## src/rtl/arith_tb_pkg.sv

```systemverilog
// Shared definitions for the arithmetic monitor.
//   OP_ADD / OP_SUB / OP_MUL : encodings of the reference function.
//   op_e                      : typed view of the same encodings.
//   sat_inc()                 : increment that holds at a caller-supplied maximum.
package arith_tb_pkg;

    localparam int unsigned OP_ADD = 0;
    localparam int unsigned OP_SUB = 1;
    localparam int unsigned OP_MUL = 2;

    typedef enum logic [1:0] {
        OpAdd = 2'd0,
        OpSub = 2'd1,
        OpMul = 2'd2
    } op_e;

    // Operands are carried at 64 bits so that one function serves any counter width up to 64;
    // callers zero-extend on the way in and truncate on the way out.
    function automatic logic [63:0] sat_inc(input logic [63:0] value,
                                            input logic [63:0] max_value);
        return (value >= max_value) ? value : value + 64'd1;
    endfunction

endpackage

```

## src/rtl/arith_ref_lane.sv

```systemverilog
// Pipelined reference model for one monitor lane.
// Computes the reference function on a/b and presents the result REF_LAT cycles later.
// Ports:
//   clk, reset_n  clock and asynchronous active-low reset
//   a, b          operands (held stable by the owning lane while a check is in flight)
//   expected      reference result, REF_LAT cycles after a/b
module arith_ref_lane
    import arith_tb_pkg::*;
#(
    parameter int unsigned WIDTH   = 32,
    parameter int unsigned OP      = OP_ADD,
    parameter int unsigned REF_LAT = 3
) (
    input  logic             clk,
    input  logic             reset_n,
    input  logic [WIDTH-1:0] a,
    input  logic [WIDTH-1:0] b,
    output logic [WIDTH-1:0] expected
);

    logic [WIDTH-1:0] result;
    logic [WIDTH-1:0] stage_q [REF_LAT];

    // All arithmetic is modulo 2^WIDTH: operands and result share one width.
    generate
        if (OP == OP_SUB) begin : g_sub
            assign result = a - b;
        end else if (OP == OP_MUL) begin : g_mul
            assign result = a * b;
        end else begin : g_add
            assign result = a + b;
        end
    endgenerate

    always_ff @(posedge clk or negedge reset_n) begin
        if (!reset_n) begin
            for (int i = 0; i < int'(REF_LAT); i++) begin
                stage_q[i] <= '0;
            end
        end else begin
            stage_q[0] <= result;
            for (int i = 1; i < int'(REF_LAT); i++) begin
                stage_q[i] <= stage_q[i-1];
            end
        end
    end

    assign expected = stage_q[REF_LAT-1];

endmodule

```

## src/rtl/arith_monitor_mc.sv

```systemverilog
// Multi-lane self-checking monitor for an arithmetic DUT.
// Valid operand/result triples are dealt round-robin to NUM_LANES lanes; each lane waits for
// its reference result (REF_LAT cycles) and compares it against the DUT result.
// Ports:
//   clk, reset_n                 clock, asynchronous active-low reset
//   i_clear                      synchronous clear of counters, sticky flag and capture
//   i_valid, i_dut_ia/ib/os      DUT operand/result triple
//   o_ready                      monitor accepting samples (rises one edge after reset)
//   o_event                      one-cycle pulse per mismatch
//   o_chk_cnt/err_cnt/drop_cnt   saturating check / mismatch / drop counters
//   o_overflow                   sticky: a sample was dropped
//   o_first_vld, o_first_*       first failing vector and its expected value
// Build option: define ARITH_MON_FIRST_CAPTURE_EN to build the first-mismatch capture;
// otherwise o_first_vld and o_first_* are tied to 0.
module arith_monitor_mc
    import arith_tb_pkg::*;
#(
    parameter int unsigned WIDTH     = 32,
    parameter int unsigned NUM_LANES = 2,
    parameter int unsigned REF_LAT   = 3,
    parameter int unsigned OP        = OP_ADD,
    parameter int unsigned CNT_W     = 16
) (
    input  logic             clk,
    input  logic             reset_n,
    input  logic             i_clear,
    input  logic             i_valid,
    input  logic [WIDTH-1:0] i_dut_ia,
    input  logic [WIDTH-1:0] i_dut_ib,
    input  logic [WIDTH-1:0] i_dut_os,
    output logic             o_ready,
    output logic             o_event,
    output logic [CNT_W-1:0] o_chk_cnt,
    output logic [CNT_W-1:0] o_err_cnt,
    output logic [CNT_W-1:0] o_drop_cnt,
    output logic             o_overflow,
    output logic             o_first_vld,
    output logic [WIDTH-1:0] o_first_a,
    output logic [WIDTH-1:0] o_first_b,
    output logic [WIDTH-1:0] o_first_os,
    output logic [WIDTH-1:0] o_first_exp
);

    localparam int unsigned PTR_W = (NUM_LANES > 1) ? $clog2(NUM_LANES) : 1;
    localparam int unsigned LCW   = $clog2(REF_LAT + 1);
    localparam logic [63:0] CNT_MAX = (CNT_W >= 64) ? {64{1'b1}} :
                                                      ((64'd1 << CNT_W) - 64'd1);

    // ------------------------------------------------------------------
    // Lane state
    // ------------------------------------------------------------------
    logic [NUM_LANES-1:0] lane_busy_q, lane_busy_d;
    logic [LCW-1:0]       lane_cnt_q [NUM_LANES];
    logic [LCW-1:0]       lane_cnt_d [NUM_LANES];
    logic [WIDTH-1:0]     lane_a_q   [NUM_LANES];
    logic [WIDTH-1:0]     lane_a_d   [NUM_LANES];
    logic [WIDTH-1:0]     lane_b_q   [NUM_LANES];
    logic [WIDTH-1:0]     lane_b_d   [NUM_LANES];
    logic [WIDTH-1:0]     lane_os_q  [NUM_LANES];
    logic [WIDTH-1:0]     lane_os_d  [NUM_LANES];
    logic [WIDTH-1:0]     lane_exp   [NUM_LANES];

    logic [PTR_W-1:0]     ptr_q, ptr_d;
    logic                 ready_q;

    logic [NUM_LANES-1:0] done;
    logic [NUM_LANES-1:0] sel;
    logic                 any_done;
    logic                 any_mis;
    logic                 ptr_blocked;
    logic                 accept;
    logic                 drop;

    logic [CNT_W-1:0]     chk_cnt_q, chk_cnt_d;
    logic [CNT_W-1:0]     err_cnt_q, err_cnt_d;
    logic [CNT_W-1:0]     drop_cnt_q, drop_cnt_d;
    logic                 overflow_q, overflow_d;
    logic                 event_q, event_d;

    generate
        for (genvar g = 0; g < int'(NUM_LANES); g++) begin : g_lane
            arith_ref_lane #(
                .WIDTH   (WIDTH),
                .OP      (OP),
                .REF_LAT (REF_LAT)
            ) u_ref (
                .clk      (clk),
                .reset_n  (reset_n),
                .a        (lane_a_q[g]),
                .b        (lane_b_q[g]),
                .expected (lane_exp[g])
            );
        end
    endgenerate

    // Completion detect and lane selection. A lane completes when its counter has run down to
    // zero; at most one lane can complete per cycle since accepts are one per cycle.
    always_comb begin
        done     = '0;
        sel      = '0;
        any_done = 1'b0;
        any_mis  = 1'b0;
        for (int l = 0; l < int'(NUM_LANES); l++) begin
            done[l] = lane_busy_q[l] && (lane_cnt_q[l] == '0);
            sel[l]  = (ptr_q == PTR_W'(l));
            if (done[l]) begin
                any_done = 1'b1;
                if (lane_os_q[l] != lane_exp[l]) begin
                    any_mis = 1'b1;
                end
            end
        end
        // A lane finishing on this edge counts as free.
        ptr_blocked = |(sel & lane_busy_q & ~done);
        accept      = i_valid && ready_q && !ptr_blocked;
        drop        = i_valid && ready_q && ptr_blocked;
    end

    always_comb begin
        ptr_d = ptr_q;
        if (accept) begin
            ptr_d = (ptr_q == PTR_W'(NUM_LANES - 1)) ? '0 : ptr_q + PTR_W'(1);
        end
    end

    // Lane next-state: a new capture takes priority over the completion of the old sample.
    always_comb begin
        lane_busy_d = lane_busy_q;
        for (int l = 0; l < int'(NUM_LANES); l++) begin
            lane_cnt_d[l] = lane_cnt_q[l];
            lane_a_d[l]   = lane_a_q[l];
            lane_b_d[l]   = lane_b_q[l];
            lane_os_d[l]  = lane_os_q[l];
            if (accept && sel[l]) begin
                lane_busy_d[l] = 1'b1;
                lane_cnt_d[l]  = LCW'(REF_LAT);
                lane_a_d[l]    = i_dut_ia;
                lane_b_d[l]    = i_dut_ib;
                lane_os_d[l]   = i_dut_os;
            end else if (done[l]) begin
                lane_busy_d[l] = 1'b0;
            end else if (lane_busy_q[l]) begin
                lane_cnt_d[l] = lane_cnt_q[l] - LCW'(1);
            end
        end
    end

    always_ff @(posedge clk or negedge reset_n) begin
        if (!reset_n) begin
            lane_busy_q <= '0;
            ptr_q       <= '0;
            ready_q     <= 1'b0;
            for (int l = 0; l < int'(NUM_LANES); l++) begin
                lane_cnt_q[l] <= '0;
                lane_a_q[l]   <= '0;
                lane_b_q[l]   <= '0;
                lane_os_q[l]  <= '0;
            end
        end else begin
            lane_busy_q <= lane_busy_d;
            ptr_q       <= ptr_d;
            ready_q     <= 1'b1;
            for (int l = 0; l < int'(NUM_LANES); l++) begin
                lane_cnt_q[l] <= lane_cnt_d[l];
                lane_a_q[l]   <= lane_a_d[l];
                lane_b_q[l]   <= lane_b_d[l];
                lane_os_q[l]  <= lane_os_d[l];
            end
        end
    end

    // ------------------------------------------------------------------
    // Counters and event. Clear wins over anything completing or dropping on the same edge.
    // ------------------------------------------------------------------
    always_comb begin
        chk_cnt_d  = chk_cnt_q;
        err_cnt_d  = err_cnt_q;
        drop_cnt_d = drop_cnt_q;
        overflow_d = overflow_q;
        event_d    = 1'b0;
        if (i_clear) begin
            chk_cnt_d  = '0;
            err_cnt_d  = '0;
            drop_cnt_d = '0;
            overflow_d = 1'b0;
        end else begin
            if (any_done) begin
                chk_cnt_d = CNT_W'(sat_inc(64'(chk_cnt_q), CNT_MAX));
            end
            if (any_mis) begin
                err_cnt_d = CNT_W'(sat_inc(64'(err_cnt_q), CNT_MAX));
                event_d   = 1'b1;
            end
            if (drop) begin
                drop_cnt_d = CNT_W'(sat_inc(64'(drop_cnt_q), CNT_MAX));
                overflow_d = 1'b1;
            end
        end
    end

    always_ff @(posedge clk or negedge reset_n) begin
        if (!reset_n) begin
            chk_cnt_q  <= '0;
            err_cnt_q  <= '0;
            drop_cnt_q <= '0;
            overflow_q <= 1'b0;
            event_q    <= 1'b0;
        end else begin
            chk_cnt_q  <= chk_cnt_d;
            err_cnt_q  <= err_cnt_d;
            drop_cnt_q <= drop_cnt_d;
            overflow_q <= overflow_d;
            event_q    <= event_d;
        end
    end

    assign o_ready    = ready_q;
    assign o_event    = event_q;
    assign o_chk_cnt  = chk_cnt_q;
    assign o_err_cnt  = err_cnt_q;
    assign o_drop_cnt = drop_cnt_q;
    assign o_overflow = overflow_q;

    // ------------------------------------------------------------------
    // First-mismatch capture
    // ------------------------------------------------------------------
`ifdef ARITH_MON_FIRST_CAPTURE_EN
    logic [WIDTH-1:0] done_a, done_b, done_os, done_exp;
    logic             first_vld_q, first_vld_d;
    logic [WIDTH-1:0] first_a_q, first_a_d;
    logic [WIDTH-1:0] first_b_q, first_b_d;
    logic [WIDTH-1:0] first_os_q, first_os_d;
    logic [WIDTH-1:0] first_exp_q, first_exp_d;

    // Only one lane can be done at a time, so this simply picks it out.
    always_comb begin
        done_a   = '0;
        done_b   = '0;
        done_os  = '0;
        done_exp = '0;
        for (int l = 0; l < int'(NUM_LANES); l++) begin
            if (done[l]) begin
                done_a   = lane_a_q[l];
                done_b   = lane_b_q[l];
                done_os  = lane_os_q[l];
                done_exp = lane_exp[l];
            end
        end
    end

    always_comb begin
        first_vld_d = first_vld_q;
        first_a_d   = first_a_q;
        first_b_d   = first_b_q;
        first_os_d  = first_os_q;
        first_exp_d = first_exp_q;
        if (i_clear) begin
            first_vld_d = 1'b0;
            first_a_d   = '0;
            first_b_d   = '0;
            first_os_d  = '0;
            first_exp_d = '0;
        end else if (any_mis && !first_vld_q) begin
            first_vld_d = 1'b1;
            first_a_d   = done_a;
            first_b_d   = done_b;
            first_os_d  = done_os;
            first_exp_d = done_exp;
        end
    end

    always_ff @(posedge clk or negedge reset_n) begin
        if (!reset_n) begin
            first_vld_q <= 1'b0;
            first_a_q   <= '0;
            first_b_q   <= '0;
            first_os_q  <= '0;
            first_exp_q <= '0;
        end else begin
            first_vld_q <= first_vld_d;
            first_a_q   <= first_a_d;
            first_b_q   <= first_b_d;
            first_os_q  <= first_os_d;
            first_exp_q <= first_exp_d;
        end
    end

    assign o_first_vld = first_vld_q;
    assign o_first_a   = first_a_q;
    assign o_first_b   = first_b_q;
    assign o_first_os  = first_os_q;
    assign o_first_exp = first_exp_q;
`else
    assign o_first_vld = 1'b0;
    assign o_first_a   = '0;
    assign o_first_b   = '0;
    assign o_first_os  = '0;
    assign o_first_exp = '0;
`endif

endmodule

```

## config.mk

```make
export PLATFORM = sky130hd
export DESIGN_NAME = arith_monitor_mc
export DESIGN_NICKNAME = d
export VERILOG_FILES = /design/src/rtl/arith_tb_pkg.sv /design/src/rtl/arith_ref_lane.sv /design/src/rtl/arith_monitor_mc.sv
export SDC_FILE = /design/constraint.sdc
export NUM_CORES = 1
export LEC_CHECK = 0
export CORE_MARGIN = 5
export CORE_UTILIZATION = 30
export CTS_CLUSTER_DIAMETER = 120
export DETAILED_ROUTE_END_ITERATION = 10
export PLACE_DENSITY_LB_ADDON = 0.05
export SLEW_MARGIN = 20
export SYNTH_ARGS = -nofsm -noshare
export SYNTH_HDL_FRONTEND = slang
export SYNTH_SLANG_ARGS = --single-unit
```

## constraint.sdc

```tcl
create_clock -name clk -period 2.94 [get_ports clk]
set_input_delay 0.588 -clock clk [delete_from_list [all_inputs] [get_ports clk]]
set_output_delay 0.588 -clock clk [all_outputs]
set_load 0.01 [all_outputs]
```

==> results of run 1 <==
## cell usage after synthesis (all sizes together) (3+ instances only)
cell type	n
a2111oi	4
a211oi	11
a21o	26
a21oi	61
a31oi	3
and2	3
and3	11
and4	3
buf	135
clkbuf	38
dfrtp	442
ha	67
inv	17
mux2	97
mux2i	4
nand2	341
nand2b	11
nand3	29
nand4	31
nor2	87
nor2b	4
nor3	15
nor4	8
o211ai	12
o21a	7
o21ai	32
o21bai	3
o311ai	3
o41ai	5
or3	4
or4	4
xnor2	115
xor2	44
## area by class of cell
type / count / share of cell area (%)
Sequential cell: 442 / 46.20
Timing Repair Buffer: 207 / 8.591
Inverter: 17 / 0.2665
Antenna cell: 1 / 0.01045
Clock buffer: 75 / 6.386
Tap cell: 855 / 4.468
Clock inverter: 19 / 1.108
Multi-Input combinational cell: 1207 / 32.97
## where the power goes
group	leakage, uW	internal, uW	switching (uW)	total (uW)
logic	0.00462	5010	6060	11100
clock network	0.000885	4120	2560	6680
registers	0.00540	8910	1420	10300
## path summary, 6_finish.rpt
kind | start | to | slack, ns | depth (start not counted)
worst max-delay path | lane_a_q[1] | g_lane[1].u_ref.stage_q[93] | 0.13 | 13
worst max register to register | lane_a_q[1] | g_lane[1].u_ref.stage_q[93] | 0.13 | 13
worst min-delay path | g_lane[0].u_ref.stage_q[62] | g_lane[0].u_ref.expected[30] | 0.34 | 0
max in group asynchronous | reset_n | g_lane[0].u_ref.expected[12] | 1.50 | 3
worst min register to register | g_lane[0].u_ref.stage_q[62] | g_lane[0].u_ref.expected[30] | 0.34 | 0
min in group asynchronous | reset_n | lane_os_q[2] | 0.59 | 2
## sequential cells by signal, indices dropped and copies added (netlist names)
signal and flops:
g_lane.u_ref.stage_q 128, o_drop_cnt 16, ptr_q 1, o_overflow 1
g_lane.u_ref.expected 64, o_ready 1, o_event 1, lane_cnt_q 4
lane_b_q 64, o_chk_cnt 16, lane_busy_q 2, lane_os_q 64
o_err_cnt 16, lane_a_q 64
## kinds of logic (layout without fill, tap and decap cells)
| kind of cell | count (synthesis) | after routing |
|---|---|---|
| AND/OR/NAND/NOR | 559 | 559 |
| buffers and inverters | 190 | 318 |
| multiplexers | 101 | 101 |
| AO/OA/AOI/OAI | 189 | 189 |
| XOR/XNOR | 159 | 159 |
| other | 2 | 131 |
| adder cells (fa/ha/maj) | 69 | 69 |
| flip-flops | 442 | 442 |
## layer usage
| layer | share of wire (%) | global-route usage [%] | up-vias |
|---|---|---|---|
| met3 | 3.8 | 2.479 | 59 |
| li1 | - | - | 5960 |
| met4 | 1.7 | 3.133 | 0 |
| met1 | 47 | 19.43 | 6055 |
| met2 | 48 | 23.19 | 205 |
| met5 | 0 | 0 | - |
## worst max-delay path, cell delays in order, from the launching register on
cell and delay (ns):
dfrtp_1 0.41, ha_1 0.29, a21o_1 0.13, a21oi_2 0.08
o211a_4 0.27, o41ai_4 0.37, buf_4 0.20, o2111ai_2 0.11
buf_4 0.19, a21oi_4 0.14, o41ai_2 0.10, buf_4 0.16
buf_4 0.13, xnor2_1 0.11
## metrics by stage
stage	total power (uW)	worst slack (ns)
after detailed placement	21310	-0.2885
after floorplan	17610	0.4317
after global placement	21230	-0.1853
after global routing	30190	-0.06163
after CTS	28310	0.0003797
final	28080	0.1336
## timing repair
action,4_1_cts,5_1_grt
setup buffers,0,6
pin swaps,1,25
hold endpoints to repair,23,0
hold buffers,1,0
setup endpoints to repair,7,13
gates resized for setup,6,24
==> impl_metrics.csv, run 1 <==
group,metric,value,unit
status,status,"complete, no violations",
synth,synthAdderAreaFrac,4.500,%
clock_network,path_clk_slew,0.06,ns
clock_network,clock_sinks,442,
global_routing,antenna_found_initial,1,
clock_network,h-tree-depth,2,
synth,synth_top_area_share,56.67,%
floorplanning,dieArea,70260,um2
layout,layout_commonest_cell,"dfrtp_1",
layout,final_cells,2823,
place,port_buffers,150,
synth,yosys.area.top_type,"dfrtp_1",
clock_network,insertion_delay,0.59,ns
drt,via_count,12279,
critical_path,worstPathArrival,3.27,ns
critical_path,critPathRequiredTime,3.41,ns
synth,yosys.area_share.xor_xnor,7.135,%
layout,multiInputGateArea,7895,um2
layout,fillers,6343,
clock_network,cts_tree,"yes",
place,dpl.hpwl,36.24,mm
drt,routed_via_density,4.350,
sta,worstMarginPinSlew,0.6409,ns
drt,drcViolationCount,0,
place,finalWeightedCongestion,0.7447,
synth,synth_warnings,0,
layout,layout.nets,2095,
floorplanning,rows,93,
sta,fin_hold_ws,0.3391,ns
global_routing,grt_max_degree,69,
sta,hold_violations,0,
synth,syn_area,19520,um2
synth,seq_area_frac_synth,56.67,%
critical_path,start_kind,"flip-flop",
floorplanning,core_area,64460,um2
sta,tns,0,ns
clock_network,cts_root_buffer,"clkbuf_16",
layout,seqCellArea,11060,um2
power,power_density,1173,nW/um2
drt,drt_iter0_markers,607,
global_routing,grt_use_total,14.02,%
place,dp_cells,2721,
sta,max_freq,356.3,MHz
sta,period_share,95.46,%
synth,ys_types,78,
sta,rsz0062_at_grt,"true",
power,ir_drop,0.4637,mV
synth,async_flop_share,100.0,%
drt,dr.pass1.iters,5,
place,placed_area,21940,um2
layout,layout.cell_area.non_filler,23940,um2
floorplanning,die_x,265.1,um
synth,muxShareOfSynthArea,5.802,%
synth,synth_edf_count,0,
layout,area_delta_synth_final,22.67,%
floorplanning,ios,280,
clock_network,cts_buffers,51,
synth,ys_seq_elements,442,
sta,final_max_slew_viol_count,0,
global_routing,grt_pass1_wl,77.71,mm
min_path,hp-class,"reg -> reg",
synth,yosys-top-cells-area,"dfrtp_1 57%, nand2_1 6.5%, mux2_2 5.5%, xnor2_1 5.2%, buf_4 5.0%",
synth,synth_top_family_by_area,"simple AND/OR/NAND/NOR gates",
critical_path,critPathMaxFanout,3,
critical_path,crit_type,"reg -> reg",
floorplanning,fp.dieH,265.1,um
job,maxCapViolCount,0,
sta,max-slew-margin-rel,57.28,%
floorplanning,start_util,30.28,%
sta,setup_violations,0,
sta,fin_skew,0.01600,ns
drt,drt-total-wl,49.70,mm
power,p_leak,0.01091,uW
layout,drive_gt1_share,15.05,%
synth,synth-simple-area-share,12.60,%
drt,ant_nets,0,
synth,post_synth.cell_area_avg,11.41,um2
global_routing,grt-ovfl-total,0,
synth,synth_compound_gate_area_share,7.065,%
layout,final_cell_mix,"442 x dfrtp_1, 340 x nand2_1, 148 x clkdlybuf4s50_1, 130 x conb_1, 115 x xnor2_1",
synth,ys.flop_type,"dfrtp_1",
layout,finish.utilization,37.14,%
drt,wl_per_cell,17.61,um
critical_path,endpoint_kind,"flip-flop",
synth,synth_cells,1711,
global_routing,grt_pass1_vias,12960,
sta,fin_crit,2.806,ns
clock_network,clockBufferDepth,3,
No activity file was read; power rests on OpenSTA's default activity.
==> inputs of run 2 (changes only) <==
--- a/config.mk
+++ b/config.mk
@@ -7,6 +7,7 @@
 export LEC_CHECK = 0
 export CORE_MARGIN = 5
 export CORE_UTILIZATION = 30
+export CTS_BUF_LIST = sky130_fd_sc_hd__clkbuf_8
 export CTS_CLUSTER_DIAMETER = 120
 export DETAILED_ROUTE_END_ITERATION = 10
 export PLACE_DENSITY_LB_ADDON = 0.05
==> impl_metrics.csv, run 2 (synthesized netlist as in run 1, its figures left out) <==
group,metric,value,unit
floorplanning,core_area,64460,um2
floorplanning,fp.dieH,265.1,um
clock_network,cts_buffers,83,
critical_path,worstPathArrival,3.36,ns
layout,final_cell_mix,"442 x dfrtp_1, 340 x nand2_1, 148 x clkdlybuf4s50_1, 130 x conb_1, 115 x xnor2_1",
layout,drive_gt1_share,16.24,%
min_path,hp-class,"reg -> reg",
global_routing,antenna_found_initial,2,
drt,routed_via_density,4.312,
layout,layout.nets,2126,
sta,worstMarginPinSlew,0.6424,ns
power,power,27190,uW
sta,fin_hold_ws,0.3394,ns
critical_path,endpoint_kind,"flip-flop",
layout,final_cells,2871,
critical_path,critPathRequiredTime,3.47,ns
clock_network,cts_tree,"yes",
sta,setup_violations,0,
layout,largest_register_ffs,128,
drt,wl_per_cell,17.44,um
drt,drcViolationCount,0,
job,maxCapViolCount,0,
critical_path,crit_type,"reg -> reg",
sta,tns,0,ns
floorplanning,dieArea,70260,um2
critical_path,start_kind,"flip-flop",
layout,top_register,"g_lane.u_ref.stage_q",
sta,rsz0062_at_grt,"true",
clock_network,path_clk_slew,0.05,ns
sta,fin_skew,0.01992,ns
drt,dr.pass1.iters,4,
sta,fin_crit,2.833,ns
layout,layout_commonest_cell,"dfrtp_1",
place,port_buffers,150,
power,ir_drop,0.4821,mV
place,finalWeightedCongestion,0.7447,
global_routing,grt_use_total,14.22,%
sta,period_share,96.37,%
layout,multiInputGateArea,7901,um2
layout,finish.utilization,36.86,%
layout,fillers,6397,
sta,final_max_slew_viol_count,0,
global_routing,grt_pass1_vias,13279,
critical_path,critPathMaxFanout,3,
floorplanning,die_x,265.1,um
clock_network,insertion_delay,0.65,ns
drt,drt-total-wl,50.07,mm
sta,max-slew-margin-rel,57.18,%
global_routing,grt-ovfl-total,0,
place,dp_cells,2721,
power,p_leak,0.01094,uW
drt,ant_nets,0,
sta,hold_violations,0,
clock_network,h-tree-depth,3,
global_routing,grt_max_degree,69,
layout,seqCellArea,11060,um2
drt,drt_iter0_markers,601,
floorplanning,ios,280,
clock_network,cts_root_buffer,"clkbuf_8",
drt,via_count,12380,
layout,area_delta_synth_final,21.73,%
place,dpl.hpwl,36.24,mm
clock_network,clock_sinks,442,
clock_network,clockBufferDepth,3,
global_routing,grt_pass1_wl,78.18,mm
sta,max_freq,352.9,MHz
status,status,"complete, no violations",
floorplanning,rows,93,
power,power_density,1145,nW/um2
floorplanning,start_util,30.28,%
==> run 2: changes by cell type in the layout (fill, tap and decap cells not counted), sizes merged <==
cell      before  now
buf           58   57
diode          1    2
clkinv        10    9
inv           18   46
clkinvlp       2    4
bufinv         6    2
clkbuf        75   98
==> run 2: stage by stage <==
step	cell area [um2]	setup WS [ns]
final	23760	0.1066
after global routing	23760	-0.06736
after CTS	23580	0.01846
after detailed placement	21940	-0.2885
after global placement	21940	-0.1853
after floorplan	20000	0.4317
==> run 2: worst paths after layout <==
kind | startpoint | end | slack [ns] | depth (start not counted)
worst max-delay path | lane_b_q[33] | g_lane[0].u_ref.stage_q[95] | 0.11 | 10
worst min-delay path | g_lane[1].u_ref.stage_q[91] | g_lane[1].u_ref.stage_q[59] | 0.34 | 0
worst max register to register | lane_b_q[33] | g_lane[0].u_ref.stage_q[95] | 0.11 | 10
worst min register to register | g_lane[1].u_ref.stage_q[91] | g_lane[1].u_ref.stage_q[59] | 0.34 | 0
max in group asynchronous | reset_n | g_lane[0].u_ref.stage_q[71] | 1.57 | 3
min in group asynchronous | reset_n | lane_os_q[2] | 0.53 | 2
==> run 2: layout make-up <==
class	instances	share of cell area, %
inverter	17	0.2686
antenna	2	0.02106
sequential	442	46.55
clock inverter	44	1.080
tap	855	4.503
multi-input combinational	1207	33.26
clock buffer	98	5.677
timing repair buffer	206	8.642
==> run 2: timing repair <==
| action | in CTS | in global routing |
|---|---|---|
| gates resized for setup | 6 | 26 |
| setup buffers | 0 | 5 |
| hold buffers | 1 | 0 |
| setup endpoints to repair | 7 | 11 |
| pin swaps | 1 | 22 |
| endpoints found under the hold margin | 53 | 0 |
==> run 2: metal layers <==
layer / vias to the layer above / share of wire [%] / global-route usage (%)
met1: 6044 / 46 / 19.42
met2: 234 / 47 / 23.03
met5: - / 0 / 0
li1: 6026 / - / -
met4: 0 / 2.2 / 4.839
met3: 76 / 3.9 / 2.497
==> run 2: power by group <==
| part | internal [uW] | switching (uW) | total (uW) |
|---|---|---|---|
| sequential | 8920 | 1420 | 10300 |
| combinational | 5020 | 6060 | 11100 |
| clock | 3190 | 2580 | 5770 |
==> run 2: worst max-delay path, cell delays in order (launching register included) <==
cell      delay [ns]
dfrtp_1         0.38
ha_1            0.32
a211oi_2        0.31
o21bai_4        0.13
o41ai_4         0.40
nand2_1         0.12
nor4b_4         0.16
o211ai_2        0.23
o211ai_2        0.14
a2111o_1        0.39
o211a_1         0.13
